### src/rtl/display_scan.sv
// Six-digit 7-segment scanner: frame snapshot, guard time
// and blinking hh.mm.ss separators.
module display_scan #(
  parameter int DWELL_CYCLES = 50000,
  parameter int GUARD_CYCLES = 500
) (
  input  logic       main_clock,
  input  logic       main_reset,
  input  logic       enable_1hz,
  input  logic       blank_en,
  input  logic [6:0] s_lsd,
  input  logic [6:0] s_msd,
  input  logic [6:0] m_lsd,
  input  logic [6:0] m_msd,
  input  logic [6:0] h_lsd,
  input  logic [6:0] h_msd,
  output logic [6:0] seg_out,
  output logic       dp_out,
  output logic [5:0] an_out
);

  localparam int CW = (DWELL_CYCLES > 1) ? $clog2(DWELL_CYCLES) : 1;
  localparam logic [CW-1:0] CNT_LAST = CW'(DWELL_CYCLES - 1);
  localparam logic [CW-1:0] GUARD = CW'(GUARD_CYCLES);

  logic [CW-1:0] cnt;
  logic [2:0]    idx;
  logic          blink;
  logic [6:0]    snap [6];
  logic [6:0]    cur_seg;
  logic          slot_end;
  logic          frame_end;
  logic          dark;
  logic          sep;

  always_comb begin
    cur_seg = 7'h7F;
    unique case (idx)
      3'd0:    cur_seg = snap[0];
      3'd1:    cur_seg = snap[1];
      3'd2:    cur_seg = snap[2];
      3'd3:    cur_seg = snap[3];
      3'd4:    cur_seg = snap[4];
      3'd5:    cur_seg = snap[5];
      default: cur_seg = 7'h7F;
    endcase
  end

  assign slot_end  = (cnt == CNT_LAST);
  assign frame_end = slot_end && (idx == 3'd5);
  assign dark      = (cnt < GUARD) || blank_en;
  // Separator dots sit on the units digits of minutes and hours.
  assign sep       = blink && ((idx == 3'd2) || (idx == 3'd4));

  always_ff @(posedge main_clock or negedge main_reset) begin
    if (!main_reset) begin
      cnt   <= '0;
      idx   <= '0;
      blink <= 1'b0;
      for (int i = 0; i < 6; i++) snap[i] <= 7'h7F;
      an_out  <= 6'h3F;
      seg_out <= 7'h7F;
      dp_out  <= 1'b1;
    end else begin
      if (slot_end) begin
        cnt <= '0;
        idx <= (idx == 3'd5) ? 3'd0 : idx + 3'd1;
      end else begin
        cnt <= cnt + CW'(1);
      end
      // Whole-frame capture so a digit never tears mid-scan.
      if (frame_end) begin
        snap[0] <= s_lsd;
        snap[1] <= s_msd;
        snap[2] <= m_lsd;
        snap[3] <= m_msd;
        snap[4] <= h_lsd;
        snap[5] <= h_msd;
      end
      if (enable_1hz) blink <= ~blink;
      if (dark) begin
        an_out  <= 6'h3F;
        seg_out <= 7'h7F;
        dp_out  <= 1'b1;
      end else begin
        an_out  <= ~(6'd1 << idx);
        seg_out <= cur_seg;
        dp_out  <= ~sep;
      end
    end
  end

endmodule

### config.mk
export PLATFORM = sky130hd
export DESIGN_NAME = display_scan
export DESIGN_NICKNAME = d
export VERILOG_FILES = /design/src/rtl/display_scan.sv
export SDC_FILE = /design/constraint.sdc
export NUM_CORES = 1
export LEC_CHECK = 0
export CAP_MARGIN = 10
export CELL_PAD_IN_SITES_DETAIL_PLACEMENT = 2
export CELL_PAD_IN_SITES_GLOBAL_PLACEMENT = 2
export CORE_ASPECT_RATIO = 1.1
export CORE_UTILIZATION = 33
export DETAILED_ROUTE_END_ITERATION = 10
export GPL_TIMING_DRIVEN = 0
export PLACE_DENSITY = 0.77
export SYNTH_ARGS = -nofsm -noshare
export SYNTH_HDL_FRONTEND = slang
export SYNTH_SLANG_ARGS = --single-unit
### constraint.sdc
create_clock -name main_clock -period 2 [get_ports main_clock]
set_input_delay 0.4 -clock main_clock [delete_from_list [all_inputs] [get_ports main_clock]]
set_output_delay 0.4 -clock main_clock [all_outputs]
set_load 0.005 [all_outputs]
**After elaboration in Yosys (flattened, before gate mapping)**

Cells that the tools add are included.

- Register bits after elaboration: 76
- Input bits: 46
- Output and inout bits: 14
- Word-level logic and storage cells: 36

- $add $sub $neg: 2
- Magnitude comparators: 1
- Eq/ne operators: 6
- Shifts and indexed selects: 1
- Multiplexer cells: 6
- Bitwise gates (word level): 3
- Reduce and logical (&&, ||, !) cells: 5

Operators by type and width:

| cell | count |
|---|---|
| one-hot mux 7 bit (6 select lines) | 1 |
| adder 16 x 1 -> 16 bit, second input constant | 1 |
| equality test 16 bit, second input constant | 1 |
| less-than comparator 16 x 9 -> 1 bit, second input constant | 1 |
| 2-to-1 mux 16 bit | 1 |
| 2-to-1 mux 7 bit | 1 |
| equality test 3 x 2 -> 1 bit, second input constant | 2 |
| equality test 3 bit, second input constant | 2 |
| 2-to-1 mux 6 bit | 1 |
| NOT 6 bit | 1 |
| << shifter 1 x 3 -> 6 bit, first input constant | 1 |
| adder 3 x 1 -> 3 bit, second input constant | 1 |
| equality test 3 x 1 -> 1 bit, second input constant | 1 |
| zero test 3 bit | 1 |
| 2-to-1 mux 3 bit | 1 |
| logical AND 1 bit | 2 |
| logical OR 1 bit | 2 |
| NOT 1 bit | 2 |
| 2-to-1 mux 1 bit | 1 |

**Depth between registers and ports, before layout**

Gate-level depths: netlist of the first run.

- Depth in word-level cells: 5
- Gate-level depth with buffers: 8

**Least setup slack after synthesis of the first run**

Ideal clock, no wire load.

- Path type: reg2reg
- Start point: register idx[0]
- End point: register seg_out[0]
- Library setup time: 113 ps
- Data arrival time: 2048 ps
- Data required time: 1887 ps
- Slack: -160 ps
- Stages on the path, launching flop included: 9
- Buffers on the path: 3
- Period minus slack after synthesis: 2160 ps
- Path through: dfrtp_1 -> buf_2 -> buf_1 -> and2_1 -> ha_1 -> buf_1 -> nor3b_1 -> nor3_1 -> o211ai_1

- Cells in the longest elaborated chain, start to end: 3
- Elaborated cells on any way between the ends: 8
- Those cells by class: eq/ne: 5; mux: 2; reduce/logical: 1

Ends and longest elaborated chain:

| element | RTL line | source |
|---|---|---|
| from (decl) | 27 | `logic [2:0] idx;` |
| from (signal assigned) | 67 | `idx <= (idx == 3'd5) ? 3'd0 : idx + 3'd1;` |
| equality test 3 bit (tied with other cells) | 38 | `unique case (idx)` |
| one-hot mux 7 bit (6 select lines) (*) | 38 |  |
| 2-to-1 mux 7 bit (*) | 81 | `if (dark) begin` |
| to (signal assigned) | 87 | `seg_out <= cur_seg;` |
| to (decl) | 17 | `output logic [6:0] seg_out,` |

Mark *: on every way between the ends. The rest lies on a longest branch, timed or not.
A chain may end at the register's enable or synchronous reset.

**Final worst setup path of the first run**

- Start point: register cnt[4]
- End point: register snap[21] (netlist name)

- Cells in the longest elaborated chain, start to end: 2

Ends and longest elaborated chain:

| element | RTL line | source |
|---|---|---|
| from (decl) | 26 | `logic [CW-1:0] cnt;` |
| from (signal assigned) | 69 | `cnt <= cnt + CW'(1);` |
| equality test 16 bit | 49 | `assign slot_end = (cnt == CNT_LAST);` |
| logical AND 1 bit | 50 | `assign frame_end = slot_end && (idx == 3'd5);` |
| to (decl) | 29 | `logic [6:0] snap [6];` |

Every way passes these cells.

==> summary.md, run 1 <==
| Metric | Value |
|---|---|
| CP top delay family | `simple AND/OR/NAND/NOR gates` |
| Setup CP Type | `reg -> reg` |
| R2r startpoint | `cnt[4]$_DFF_PN0_` |
| H-tree depth | `3` |
| Initial Util | `between 30% and 40%` |
| CTS tree | `yes` |
| Pins Over Slew Limit | `0` |
| ANT cells | `0` |
| Die width | `101.6 µm` |
| Clk sink count | `76` |
| Peak Freq | `roughly 0.52 GHz` |
| Status | `finished clean` |
| Slowest cell on crit path | `dfrtp_1` |
| Antenna violations before repair | `0` |
| Final hold viol count | `0` |
| Placed Instances | `between 400 and 500` |
| Endpoints failing setup | `0` |
| Crit-path cells | `and4b_1 -> and4_4 -> and3_4 -> buf_12 -> buf_12 -> mux2_4` |
| Max-slew headroom | `between 60 and 70%` |
| GRT Total Usage | `between 10% and 20%` |
| Syn_nets | `roughly 300` |
| DP Area | `between 4000 and 5000 µm²` |
| RSZ-0062 raised after global routing | `no` |
| Critical path startpoint | `cnt[4]$_DFF_PN0_` |
| Die area | `11340 µm²` |
| Clk slew on worst S/H paths | `approximately 0.060 ns` |
| Total power | `3.408 mW` |
| Longest Clk Path Bufs | `2` |
| Worst vdd ir | `0.0003467 V` |
| First-pass GRT wire length | `between 15000 and 20000 µm` |
| Pin count of the biggest net entering global routing | `59` |
| Synthesis warning total | `0` |
| Seq/Total Area, Yosys | `between 50% and 60%` |
| Worst-skew pair later-pin latency | `roughly 0.33 ns` |
| DRT Wirelength | `about 11000 µm` |
| Pleak | `about 2 nW` |
| IO Count | `60` |
| Rows | `39` |
| Core box area | `about 10000 µm²` |
| Hold_sp | `blink$_DFFE_PN0P_` |
| CP dominant cell by count | `buf_12` |
| CTS Root Cell | `clkbuf_16` |
| Critical path peak fanout | `10` |
| I/O Buffers | `~60` |
| Worst hold path type | `reg -> reg` |
| Share of cells above drive strength 1 | `a little under half` |
| First-pass DRT Iterations | `4` |
| Avg Vias per Cell | `approximately 4.9` |
| Commonest non-fill, non-tap cell in the layout | `clkdlybuf4s50_1` |
| #FFs+latches synth | `76` |
| Post-route design area | `between 4000 and 5000 µm²` |
| Number of global-route vias before repair | `approximately 2.8k` |
| Total Nets Final | `between 300 and 400` |
| Synthesized area per cell | `~14 µm²` |
| Non-Filler Instances | `between 400 and 500` |
| Mapped Area | `approximately 3600 µm²` |
| Pwr/cell area | `around 690 nW/µm²` |
| Post-detail-place hpwl | `6508 µm` |
| Most frequent cells in the layout | `clkdlybuf4s50_1, dfstp_2, mux2_4, dfrtp_1, buf_4` |
| WP data arrival | `~2.2 ns` |
| Worst Hold Slack | `around 0.46 ns` |
| RD Place Congestion | `roughly 0.75` |
| P&R area growth vs syn | `36.53%` |
| Wire length per cell | `roughly 22 µm` |
| Overall via count from detail_route | `around 2.4k` |
| Max Cap Violations | `0` |
| Least-Margin Pin Slew | `~0.55 ns` |
| Die height | `111.6 µm` |
| Critical path launch point type | `register` |
| Worst clock skew | `roughly 0.0077 ns` |
| Synth Instances | `251` |
| Buf/Inv on CP | `2` |
| Worst Path Required | `about 2.3 ns` |
| Final Cycle Share | `a little over nine tenths` |
| Cell variety after synth | `45` |
| Antenna viol nets, final | `0` |
| Ys flop type | `dfstp_2` |
| Min cycle time layout | `about 1.9 ns` |
| Critical Path Max Stage Delay | `approximately 0.44 ns` |
| Worst setup EP type | `register` |
| Post-route DRC | `0` |
| Global route overflow | `0` |
| Asr flop ratio synth | `100.0%` |
| Initial DRC Count | `52` |
| Cts bufs inserted | `9` |
| Number of enable flip-flop cells after synthesis | `0` |
-- routing by layer --
| layer | global-route usage, % | wire [µm] | vias up |
|---|---|---|---|
| met4 | 3.865 | 87 | 0 |
| met3 | 4.331 | 349 | 10 |
| li1 | - | - | 1069 |
| met1 | 22.24 | 4195 | 1245 |
| met5 | 0 | 0 | - |
| met2 | 37.16 | 5869 | 43 |
-- sequential cells by signal, summed over array words and instances (netlist names) --
register,flops
seg_out,7
blink,1
an_out,6
idx,3
snap,42
cnt,16
dp_out,1
-- Yosys cell counts (3+ instances only) --
library cell  instances  share of area, %
a22oi_1               7               1.5
buf_12                5               2.8
dfstp_2              56                41
nor2_1               13               1.4
nand3_1              12               1.7
and2_1                3              0.52
mux2_2                9               2.8
nand4_1               4              0.69
xor2_1                9               2.2
a21oi_1               4              0.56
o211ai_1              3              0.62
mux2i_1               4               1.1
dfrtp_1              20                14
nor3_1                5              0.69
xnor2_1               4              0.97
nand2_1              12               1.2
o21ai_0               4              0.56
mux2_4               40                17
-- worst reg2reg max path, delay by kind of cell, from the launching register on --
kind                   cells  cell delay, ns
flip-flops                 1            0.44
multiplexers               1            0.31
buffers and inverters      2            0.31
AND/OR/NAND/NOR            3            0.76
-- final cells by class --
cell class	instances	area (µm²)
fillers	1004	5572
flip-flops and latches	76	1974
multi-input cells	161	1523
repair buffers	76	775.7
clock buffers	13	271.5
well taps	143	178.9
plain buffers	11	150.1
clock inverters	3	42.54
inverters	1	3.754
-- timing repair --
action	CTS	global route
cloned	1	1
hold endpoints to repair	5	0
pin swaps	5	2
hold buffers	1	0
setup endpoints to repair	51	36
gates resized for setup	16	1
setup buffers	12	1
-- stage by stage --
step	worst slack (ns)	TNS, ns	utilization [%]
after floorplan	0.004530	0	-
after global placement	-2.069	-116.82	41.73
after detailed placement	-0.8010	-11.80	41.97
after CTS	0.02662	0	46.63
after global routing	0.03882	0	46.89
final	0.08435	0	46.89
-- where the power goes --
part	internal [mW]	switching [mW]	total, mW
Combinational	0.0897	0.0542	0.144
Sequential	1.55	0.00800	1.56
Clock	1.08	0.626	1.70
Total	2.72	0.689	3.41
-- path summary, 6_finish.rpt --
path | to | slack (ns) | cells past startpoint
setup / recovery | snap[21]$_DFFE_PN1P_ | 0.08 | 6
hold / removal | dp_out$_DFF_PN1_ | 0.46 | 1
setup reg to reg | snap[21]$_DFFE_PN1P_ | 0.08 | 6
hold reg to reg | dp_out$_DFF_PN1_ | 0.46 | 1
max in group asynchronous | snap[36]$_DFFE_PN1P_ | 0.88 | 3
min in group asynchronous | cnt[11]$_DFF_PN0_ | 0.49 | 2
-- kinds of logic (layout without fill, tap and decap cells) --
family                     after synthesis  after routing  synth area share, %
AOI/OAI and AO/OA                       24             24                4.722
xor gates and xnor gates                13             13                3.160
adders and majority gates                2              2               0.6943
buffers and inverters                   14            104                4.479
DFF                                     76             76                54.72
muxes                                   55             55                21.84
and+or+nand+nor                         67             67                10.38
Power figures use the tool's default switching activity.
==> run 2, diff against run 1 <==
Settings changed: CORE_UTILIZATION 33 to 37, PLACE_DENSITY 0.77 to 0.81.
Clock period 2 ns to 1.8 ns, I/O delays scaled along.
==> run 2 against run 1 <==
  * The flow now finishes with violations (negative setup slack)
  * Fmax decreased by 1.9%
  * Clock skew increased by 0.0057 ns
  * Non-clock buffer count increased by 15
  * Utilization increased by 6.1 points
  * Count of clock-buffer cells in the layout decreased by 2
  * Combinational power increased by 12%
  * Sequential cell count unchanged
  * First-iteration DRC count increased by 7.7%
  * Critical endpoint is now snap[3]$_DFFE_PN1P_
==> summary.md, run 2 (same netlist as run 1, synthesis figures left out) <==
| Metric | Value |
|---|---|
| First-pass DRT Iterations | `6` |
| Worst setup EP type | `register` |
| Core box area | `between 9000 and 10000 µm²` |
| Final Cycle Share | `108.5%` |
| Cell depth of the worst hold path | `1` |
| Pwr/cell area | `just over 700 nW/µm²` |
| Initial Util | `a little under two fifths` |
| Pins Over Slew Limit | `0` |
| Worst hold path type | `reg -> reg` |
| Min cycle time layout | `1.952 ns` |
| Largest regs | `snap: 42 flops, cnt: 16 flops, seg_out: 7 flops` |
| Post-layout util | `a little over half` |
| Setup CP Type | `reg -> reg` |
| Avg Vias per Cell | `about 5.5` |
| Peak Freq | `0.5122 GHz` |
| Reg power frac | `48.4%` |
| Status | `finished with violations` |
| Die height | `approximately 110 µm` |
| Die area | `10140 µm²` |
| Die width | `just under 100 µm` |
| Pleak | `between 2 and 2.5 nW` |
| Worst Reg-to-Reg Cells | `6` |
| Commonest non-fill, non-tap cell in the layout | `clkdlybuf4s50_1` |
| Clk slew on worst S/H paths | `around 0.090 ns` |
| Sw Share | `21.28%` |
| Critical path startpoint | `cnt[10]$_DFF_PN0_` |
| Cts bufs inserted | `9` |
| Place WS | `-0.6161 ns` |
| Total Nets Final | `around 400` |
| GRT Total Usage | `approximately a quarter` |
| Int Pwr | `between 2 and 3 mW` |
| First-pass GRT wire length | `roughly 17000 µm` |
| Longest Clk Path Bufs | `2` |
| Worst-skew pair later-pin latency | `approximately 0.37 ns` |
| Post-route DRC | `0` |
| Overall via count from detail_route | `between 2k and 3k` |
| Critical path peak fanout | `10` |
| ANT cells | `0` |
| CTS tree | `yes` |
| Initial DRC Count | `between 50 and 60` |
| Worst clock skew | `between 0.01 and 0.015 ns` |
| Final hold viol count | `0` |
| H-tree depth | `3` |
| Net load switching power | `~0.76 mW` |
| Max-slew headroom | `just under 60%` |
| Antenna violations before repair | `0` |
| Most frequent cells in the layout | `clkdlybuf4s50_1, dfstp_2, mux2_4, buf_4, dfrtp_1` |
| RSZ-0062 raised after global routing | `yes` |
| Rows | `37` |
| Wire length per cell | `~27 µm` |
| P&R area growth vs syn | `38.26%` |
| Post-detail-place hpwl | `between 6000 and 7000 µm` |
| Pin count of the biggest net entering global routing | `41` |
| Worst Path Required | `2.09 ns` |
| Worst vdd ir | `slightly below 0.0004 V` |
| Failing checks | `negative setup slack` |
| Antenna viol nets, final | `0` |
| Clk sink count | `between 70 and 80` |
| Critical path launch point type | `register` |
| Endpoints failing setup | `44` |
| RD Place Congestion | `0.7378` |
| Combinational Power Share | `roughly 4.5%` |
| Number of global-route vias before repair | `approximately 2.9k` |
| WP data arrival | `between 2 and 2.5 ns` |
| IO Count | `60` |
| DRT Wirelength | `around 13000 µm` |
| Least-Margin Pin Slew | `just over 0.6 ns` |
| I/O Buffers | `between 50 and 60` |
| Final setup TNS | `-5.270 ns` |
| Hold_sp | `blink$_DFFE_PN0P_` |
| R2r startpoint | `cnt[10]$_DFF_PN0_` |
| Global route overflow | `0` |
| Worst setup margin | `-0.1522 ns` |
| Max reg flops | `42` |
| Largest Register | `snap` |
| CTS Root Cell | `clkbuf_8` |
| Share of cells above drive strength 1 | `50.70%` |
| Max Cap Violations | `0` |
| Clock Power Share | `a little under half` |
[run 2: changes by cell type in the layout (fill, tap and decap cells not counted), moves of 2 or more]
cell / change
clkbuf_8: +8
buf_6: +2
buf_8: +2
bufinv_16: +2
ha_2: +2
clkbuf_16: -7
ha_4: -2
buf_4: +10
[run 2: area by class of cell]
| class | instances | area [µm²] |
|---|---|---|
| fill | 872 | 4415 |
| sequential | 76 | 1976 |
| multi-input combinational | 161 | 1513 |
| timing repair buffer | 91 | 925.9 |
| buffer | 11 | 170.2 |
| clock buffer | 11 | 152.6 |
| tap | 117 | 146.4 |
| clock inverter | 4 | 95.09 |
| inverter | 1 | 3.754 |
[run 2: critical path, cell delays in order (launching register included)]
cell and delay, ns:
dfrtp_2 0.45, nor4_4 0.30, and4_4 0.27, and3_4 0.23, buf_12 0.14, buf_12 0.15, mux2_4 0.32
[run 2: worst paths after layout]
path / slack (ns) / endpoint
min: 0.48 / dp_out$_DFF_PN1_
min reg2reg: 0.48 / dp_out$_DFF_PN1_
max: -0.15 / snap[3]$_DFFE_PN1P_
max reg2reg: -0.15 / snap[3]$_DFFE_PN1P_
min in group asynchronous: 0.50 / cnt[13]$_DFF_PN0_
max in group asynchronous: 0.65 / snap[17]$_DFFE_PN1P_
[run 2: per-layer routing]
layer	vias up	share of wire, %	track usage, %
met5	-	0	0
met4	0	3.2	10.77
met3	28	3.6	5.700
met2	84	54	43.06
met1	1387	40	27.63
li1	1098	-	-
[run 2: metrics by stage]
step / total power, mW / cells / cell area, µm² / hold WS [ns]
global route: 3.655 / 472 / 4982 / 0.4873
finish: 3.583 / 472 / 4982 / 0.4770
detailed placement: 1.917 / 428 / 4374 / 0.3654
global placement: 1.909 / 427 / 4357 / 0.4371
CTS: 3.566 / 460 / 4815 / 0.4532
floorplan: 1.769 / 251 / 3620 / 0.06441
[run 2: power by group through the flow]
| stage | combinational (mW) | clock (mW) | sequential [mW] |
|---|---|---|---|
| floorplan | 0.00951 | 0 | 1.76 |
| global route | 0.173 | 1.75 | 1.74 |
| global placement | 0.149 | 0 | 1.76 |
| finish | 0.161 | 1.69 | 1.73 |
| detailed placement | 0.156 | 0 | 1.76 |
| CTS | 0.159 | 1.67 | 1.73 |
[run 2: what timing repair did]
| action | CTS | global route |
|---|---|---|
| resized for setup | 14 | 11 |
| setup buffers | 16 | 10 |
| hold endpoints to repair | 18 | 0 |
| cloned | 1 | 3 |
| setup endpoints to repair | 50 | 53 |
| hold buffers | 1 | 0 |
| pin swaps | 7 | 4 |
